`src/rtl/bttn_pkg.sv`:
```
// Shared definitions for the bttn datapath: FSM encoding and counter sizing.
package bttn_pkg;

  // Control states of the bit-serial arithmetic stages.
  typedef enum logic [1:0] {
    IDLE = 2'b00,
    RUN  = 2'b01,
    DONE = 2'b10
  } stateT;

  // Width of a counter that indexes bits 0..width-1 of an operand.
  function automatic int cntWidth(input int width);
    return (width < 2) ? 1 : $clog2(width);
  endfunction

endpackage

```
`src/rtl/fulladdition.sv`:
```
// 1-bit full adder cell, the additive twin of the fullsubtraction cell.
module fulladdition (
  input  logic A,
  input  logic B,
  input  logic CarryIN,
  output logic Sum,
  output logic CarryOut
);

  logic halfSum;

  assign halfSum  = A ^ B;
  assign Sum      = halfSum ^ CarryIN;
  assign CarryOut = (A & B) | (CarryIN & halfSum);

endmodule

```
`src/rtl/serial_addition.sv`:
```
// Bit-serial unsigned adder: {CarryOUT, Y} = A + B + CarryIN, one bit per clock,
// LSB first, with a start/busy/done handshake.
module serial_addition
  import bttn_pkg::*;
#(
  parameter int WIDTH = 4
) (
  input  logic             clk,
  input  logic             rst_n,
  input  logic             start,
  input  logic [WIDTH-1:0] A,
  input  logic [WIDTH-1:0] B,
  input  logic             CarryIN,
  output logic             busy,
  output logic             done,
  output logic [WIDTH-1:0] Y,
  output logic             CarryOUT
);

  localparam int CW = cntWidth(WIDTH);
  localparam logic [CW-1:0] LAST_BIT = CW'(WIDTH - 1);

  stateT state;
  stateT stateNext;

  logic [WIDTH-1:0] aShift;
  logic [WIDTH-1:0] bShift;
  logic [WIDTH-1:0] sumShift;
  logic [WIDTH-1:0] sumNext;
  logic             carry;
  logic [CW-1:0]    bitCnt;
  logic             lastBit;
  logic             sumBit;
  logic             carryBit;

  // The single adder cell is reused every RUN cycle on the operand LSBs.
  fulladdition uFullAdd (
    .A       (aShift[0]),
    .B       (bShift[0]),
    .CarryIN (carry),
    .Sum     (sumBit),
    .CarryOut(carryBit)
  );

  assign lastBit = (bitCnt == LAST_BIT);
  // Result fills from the top, so after WIDTH shifts bit 0 sits at the LSB.
  assign sumNext = {sumBit, sumShift[WIDTH-1:1]};

  // State register.
  always_ff @(posedge clk) begin
    if (!rst_n) begin
      state <= IDLE;
    end else begin
      state <= stateNext;
    end
  end

  // Next-state logic: accept in IDLE, run WIDTH bits, one DONE cycle.
  always_comb begin
    stateNext = state;
    case (state)
      IDLE:    if (start) stateNext = RUN;
      RUN:     if (lastBit) stateNext = DONE;
      DONE:    stateNext = IDLE;
      default: stateNext = IDLE;
    endcase
  end

  // Datapath and registered handshake: load, shift/add, publish result.
  always_ff @(posedge clk) begin
    if (!rst_n) begin
      aShift   <= '0;
      bShift   <= '0;
      sumShift <= '0;
      carry    <= 1'b0;
      bitCnt   <= '0;
      busy     <= 1'b0;
      done     <= 1'b0;
      Y        <= '0;
      CarryOUT <= 1'b0;
    end else begin
      case (state)
        IDLE: begin
          if (start) begin
            aShift   <= A;
            bShift   <= B;
            sumShift <= '0;
            carry    <= CarryIN;
            bitCnt   <= '0;
            busy     <= 1'b1;
          end
        end
        RUN: begin
          aShift   <= {1'b0, aShift[WIDTH-1:1]};
          bShift   <= {1'b0, bShift[WIDTH-1:1]};
          sumShift <= sumNext;
          carry    <= carryBit;
          bitCnt   <= bitCnt + 1'b1;
          if (lastBit) begin
            Y        <= sumNext;
            CarryOUT <= carryBit;
            done     <= 1'b1;
          end
        end
        DONE: begin
          done <= 1'b0;
          busy <= 1'b0;
        end
        default: begin
          done <= 1'b0;
          busy <= 1'b0;
        end
      endcase
    end
  end

endmodule

```
`config.mk`:
```
export PLATFORM = sky130hd
export DESIGN_NAME = serial_addition
export DESIGN_NICKNAME = d
export VERILOG_FILES = /design/src/rtl/bttn_pkg.sv /design/src/rtl/fulladdition.sv /design/src/rtl/serial_addition.sv
export SDC_FILE = /design/constraint.sdc
export NUM_CORES = 1
export LEC_CHECK = 0
export ABC_AREA = 1
export BUFFER_PORTS_ARGS = -buffer_cell sky130_fd_sc_hd__buf_4
export CAP_MARGIN = 20
export CELL_PAD_IN_SITES_DETAIL_PLACEMENT = 1
export CELL_PAD_IN_SITES_GLOBAL_PLACEMENT = 2
export CORE_MARGIN = 10
export CORE_UTILIZATION = 30
export DETAILED_ROUTE_END_ITERATION = 10
export PLACE_DENSITY_LB_ADDON = 0.1
export RECOVER_POWER = 100
export SLEW_MARGIN = 20
export SYNTH_ARGS = -nofsm -noshare
export SYNTH_HDL_FRONTEND = slang
export SYNTH_SLANG_ARGS = --single-unit
```
`constraint.sdc`:
```
create_clock -name clk -period 1.35 [get_ports clk]
set_input_delay 0.0675 -clock clk [delete_from_list [all_inputs] [get_ports clk]]
set_output_delay 0.0675 -clock clk [all_outputs]
set_load 0.03 [all_outputs]
```
==> flow_results.xml <==
<?xml version="1.0" encoding="UTF-8"?>
<metrics>
  <group name="power">
    <metric name="p_total" unit="mW">1.27</metric>
    <metric name="cellLeakagePower" unit="nW">0.567</metric>
    <metric name="power.share.sequential" unit="%">58.5</metric>
    <metric name="ir_drop" unit="uV">252</metric>
    <metric name="p_switching" unit="mW">0.358</metric>
    <metric name="power.clock.fraction" unit="%">25.4</metric>
    <metric name="power_frac_comb" unit="%">16.1</metric>
    <metric name="power.density" unit="nW/um^2">1040</metric>
    <metric name="power.internal" unit="mW">0.908</metric>
    <metric name="power.share.switching" unit="%">28.3</metric>
  </group>
  <group name="critical_path">
    <metric name="critical_path_max_stage_delay" unit="ns">0.38</metric>
    <metric name="data_arrival_time_of_the_critical_path" unit="ns">1.42</metric>
    <metric name="timing.critical_path.from_type" unit="">flop</metric>
    <metric name="path_cells" unit="">inv_2, o21ai_2, nor2_1, nor2_1</metric>
    <metric name="worst_path_most_repeated_cell" unit="">sky130_fd_sc_hd__nor2_1</metric>
    <metric name="largest_delay_contributor_family_on_the_critical_path" unit="">flip-flops</metric>
    <metric name="critical_path_required" unit="ns">1.58</metric>
    <metric name="endpoint_kind" unit="">flop</metric>
    <metric name="critical_path_buf_inv_count" unit="">1</metric>
    <metric name="critPathKind" unit="">flop to flop</metric>
    <metric name="critical_path.slowest_cell" unit="">sky130_fd_sc_hd__dfxtp_1</metric>
    <metric name="biggest_fanout_along_the_worst_timing_path" unit="">12</metric>
  </group>
  <group name="timing">
    <metric name="worst-slew-pin-transition" unit="ns">0.597</metric>
    <metric name="period_minus_slack" unit="ns">1.20</metric>
    <metric name="setup_tns" unit="ns">0</metric>
    <metric name="final-setup-viol-count" unit="">0</metric>
    <metric name="max_freq" unit="MHz">837</metric>
    <metric name="max_slew_violation_count" unit="">0</metric>
    <metric name="fin_hold_ws" unit="ns">0.0215</metric>
    <metric name="finalCritPeriodShare" unit="%">88.5</metric>
    <metric name="report.final.hold_viol_count" unit="">0</metric>
    <metric name="rsz_0062_raised_after_global_routing" unit="">false</metric>
    <metric name="skew" unit="ns">0.0104</metric>
    <metric name="worst_slew_margin_rel" unit="%">60.2</metric>
  </group>
  <group name="cts">
    <metric name="cts_sink_cnt" unit="">23</metric>
    <metric name="clk_latency" unit="ns">0.31</metric>
    <metric name="cts_buf_count" unit="">3</metric>
    <metric name="root_buffer" unit="">sky130_fd_sc_hd__clkbuf_4</metric>
    <metric name="clkTransAtPathRegs" unit="ns">0.14</metric>
    <metric name="post_cts.repair.setup_buffers" unit="">0</metric>
    <metric name="cts_htree_levels" unit="">1</metric>
    <metric name="tritoncts" unit="">built</metric>
    <metric name="clock_tree.buffer_depth" unit="">2</metric>
  </group>
  <group name="logic_synthesis">
    <metric name="synthesis.instances" unit="">142</metric>
    <metric name="synth_mux_area_share" unit="%">0</metric>
    <metric name="mean_instance_size_in_the_synthesized_netlist" unit="sq um">7.54</metric>
    <metric name="synth_fa_ha_area_share" unit="%">3.04</metric>
    <metric name="ys_types" unit="">17</metric>
    <metric name="ys_warn_count" unit="">0</metric>
    <metric name="synth_compound_area_share" unit="%">8.29</metric>
    <metric name="syn_area" unit="sq um">1070</metric>
    <metric name="synth-simple-area-share" unit="%">36.6</metric>
    <metric name="synth-seq-area-share" unit="%">43.0</metric>
    <metric name="postSynthNetCount" unit="">156</metric>
    <metric name="synth_top_family_by_area" unit="">simple AND/OR/NAND/NOR gates</metric>
    <metric name="yosys.area_share.xor_xnor" unit="%">0</metric>
    <metric name="synth-seq-cells" unit="">23</metric>
  </group>
  <group name="finish">
    <metric name="syn2layout_area_growth" unit="%">13.8</metric>
    <metric name="n_antenna_cell" unit="">0</metric>
    <metric name="final_common_cell" unit="">sky130_fd_sc_hd__nand2_1</metric>
    <metric name="nFillCells" unit="">445</metric>
    <metric name="layout.cells.most_common_list" unit="">sky130_fd_sc_hd__nand2_1, sky130_fd_sc_hd__dfxtp_1, sky130_fd_sc_hd__nor2_1</metric>
    <metric name="drive_gt1_share" unit="%">19.1</metric>
    <metric name="final_nets" unit="">177</metric>
    <metric name="cell_count_final_fillers_out" unit="">208</metric>
  </group>
  <group name="die">
    <metric name="num_io_pins" unit="">19</metric>
    <metric name="die_y" unit="microns">79.8</metric>
    <metric name="design.die.area" unit="sq um">6360</metric>
    <metric name="floorplan.initialDensity" unit="%">31.6</metric>
    <metric name="core_region_area" unit="sq um">3390</metric>
    <metric name="placement_rows" unit="">21</metric>
    <metric name="floorplan.die.width" unit="microns">79.8</metric>
  </group>
  <group name="worst_hold_path">
    <metric name="worst_hold_path_type" unit="">input port to flop</metric>
  </group>
  <group name="placed_design">
    <metric name="gp_congestion" unit="">0.699</metric>
    <metric name="placed_cells" unit="">203</metric>
    <metric name="port_buffers" unit="">18</metric>
    <metric name="detailedPlacementHpwl" unit="microns">1840</metric>
  </group>
  <group name="drt">
    <metric name="first_pass_iters" unit="">2</metric>
    <metric name="drt.antenna.violating_nets" unit="">0</metric>
    <metric name="dr.first_iter.drc_count" unit="">38</metric>
    <metric name="via_per_inst" unit="">4.41</metric>
    <metric name="wl_cell" unit="microns">12.4</metric>
    <metric name="vias" unit="">917</metric>
    <metric name="drt_drc_violations_left" unit="">0</metric>
    <metric name="totalWireLength" unit="microns">2580</metric>
  </group>
  <group name="global_routing">
    <metric name="grtUsageTotal" unit="%">8.57</metric>
    <metric name="first_global_vias" unit="">1028</metric>
    <metric name="grt_max_degree" unit="">22</metric>
    <metric name="gr-total-overflow" unit="">0</metric>
    <metric name="number_of_antenna_violations_at_the_first_check_in_global_routing" unit="">0</metric>
    <metric name="global_route_wire_length_before_repair" unit="microns">4450</metric>
  </group>
  <group name="outcome">
    <metric name="outcome" unit="">finished clean</metric>
  </group>
  <group name="flow_run">
    <metric name="maxCapViolCount" unit="">0</metric>
  </group>
</metrics>
[cells in the mapped netlist]
cell type | number | share of area [%]
sky130_fd_sc_hd__nand2_4 | 2 | 2.1
sky130_fd_sc_hd__clkbuf_1 | 1 | 0.35
sky130_fd_sc_hd__nand2_1 | 46 | 16
sky130_fd_sc_hd__buf_6 | 4 | 4.2
sky130_fd_sc_hd__nand2_2 | 6 | 3.5
sky130_fd_sc_hd__nand3_1 | 13 | 6.1
sky130_fd_sc_hd__o21ai_0 | 1 | 0.47
sky130_fd_sc_hd__a21oi_1 | 3 | 1.4
sky130_fd_sc_hd__inv_1 | 10 | 3.5
sky130_fd_sc_hd__inv_2 | 3 | 1.1
sky130_fd_sc_hd__ha_1 | 1 | 1.2
sky130_fd_sc_hd__nor2_1 | 19 | 6.7
sky130_fd_sc_hd__dfxtp_1 | 23 | 43
sky130_fd_sc_hd__a21oi_2 | 6 | 4.9
sky130_fd_sc_hd__o21ai_4 | 1 | 1.5
sky130_fd_sc_hd__fa_1 | 1 | 1.9
sky130_fd_sc_hd__nor2_4 | 2 | 2.1
[what timing repair did]
action	CTS	global route
gates resized for setup	0	0
setup endpoints to repair	0	7
hold buffers	0	0
[routing by layer]
| layer | vias up | part of all wire, % | GRT usage (%) |
|---|---|---|---|
| met1 | 422 | 45 | 9.67 |
| met2 | 11 | 49 | 14.6 |
| met3 | 2 | 5.4 | 2.82 |
| met4 | 0 | 0.82 | 3.17 |
| met5 | - | 0 | 0 |
| li1 | 482 | - | - |
[state kept, by name, summed over array words and instances (netlist names), 2 cells and up]
| name | count |
|---|---|
| bitCnt | 2 |
| sumShift | 3 |
| state | 2 |
| aShift | 4 |
| Y | 4 |
| bShift | 4 |
[layout make-up]
cell class / count / area [sq um] / share of cell area, %
multi-input cells: 102 / 500 / 41.1
flip-flops and latches: 23 / 460 / 37.8
repair buffers: 20 / 124 / 10.2
well taps: 46 / 57.6 / 4.72
inverters: 13 / 48.8 / 4.00
clock buffers: 3 / 22.5 / 1.85
clock inverters: 1 / 5.00 / 0.411
[power groups by stage]
stage | clock, mW | combinational (mW) | sequential (mW)
after floorplan | 0 | 0.152 | 0.754
after global placement | 0 | 0.208 | 0.753
after detailed placement | 0 | 0.213 | 0.756
after CTS | 0.348 | 0.214 | 0.741
after global routing | 0.380 | 0.238 | 0.746
final | 0.322 | 0.203 | 0.740
[worst register-to-register path, delay by kind of cell (launching register included)]
kind,cells,cell delay [ns]
and+or+nand+nor,2,0.22
DFF,1,0.38
buffers and inverters,1,0.25
AOI/OAI and AO/OA,1,0.26
[final timing paths]
check         startpoint        end  slack, ns  cells after the start
max             state[1]  bitCnt[0]       0.15                      4
min                 A[3]  aShift[3]       0.02                      3
max reg2reg     state[1]  bitCnt[0]       0.15                      4
min reg2reg  sumShift[2]       Y[1]       0.47                      2
[logic make-up after synthesis]
family                   count (synthesis)
AO/OA/AOI/OAI                           11
flip-flops                              23
adder cells (fa/ha/maj)                  2
buffers and inverters                   18
AND/OR/NAND/NOR                         88
[metrics by stage]
stage / setup WS [ns] / area, sq um / utilization [%]
6_report: 0.155 / 1220 / 36.0
4_1_cts: 0.0395 / 1260 / 37.1
3_3_place_gp: 0.127 / 1230 / 36.3
2_1_floorplan: 0.254 / 1070 / -
5_1_grt: 0.0333 / 1220 / 36.0
3_5_place_dp: 0.0625 / 1230 / 36.3
No activity file was read; power rests on OpenSTA's default activity.
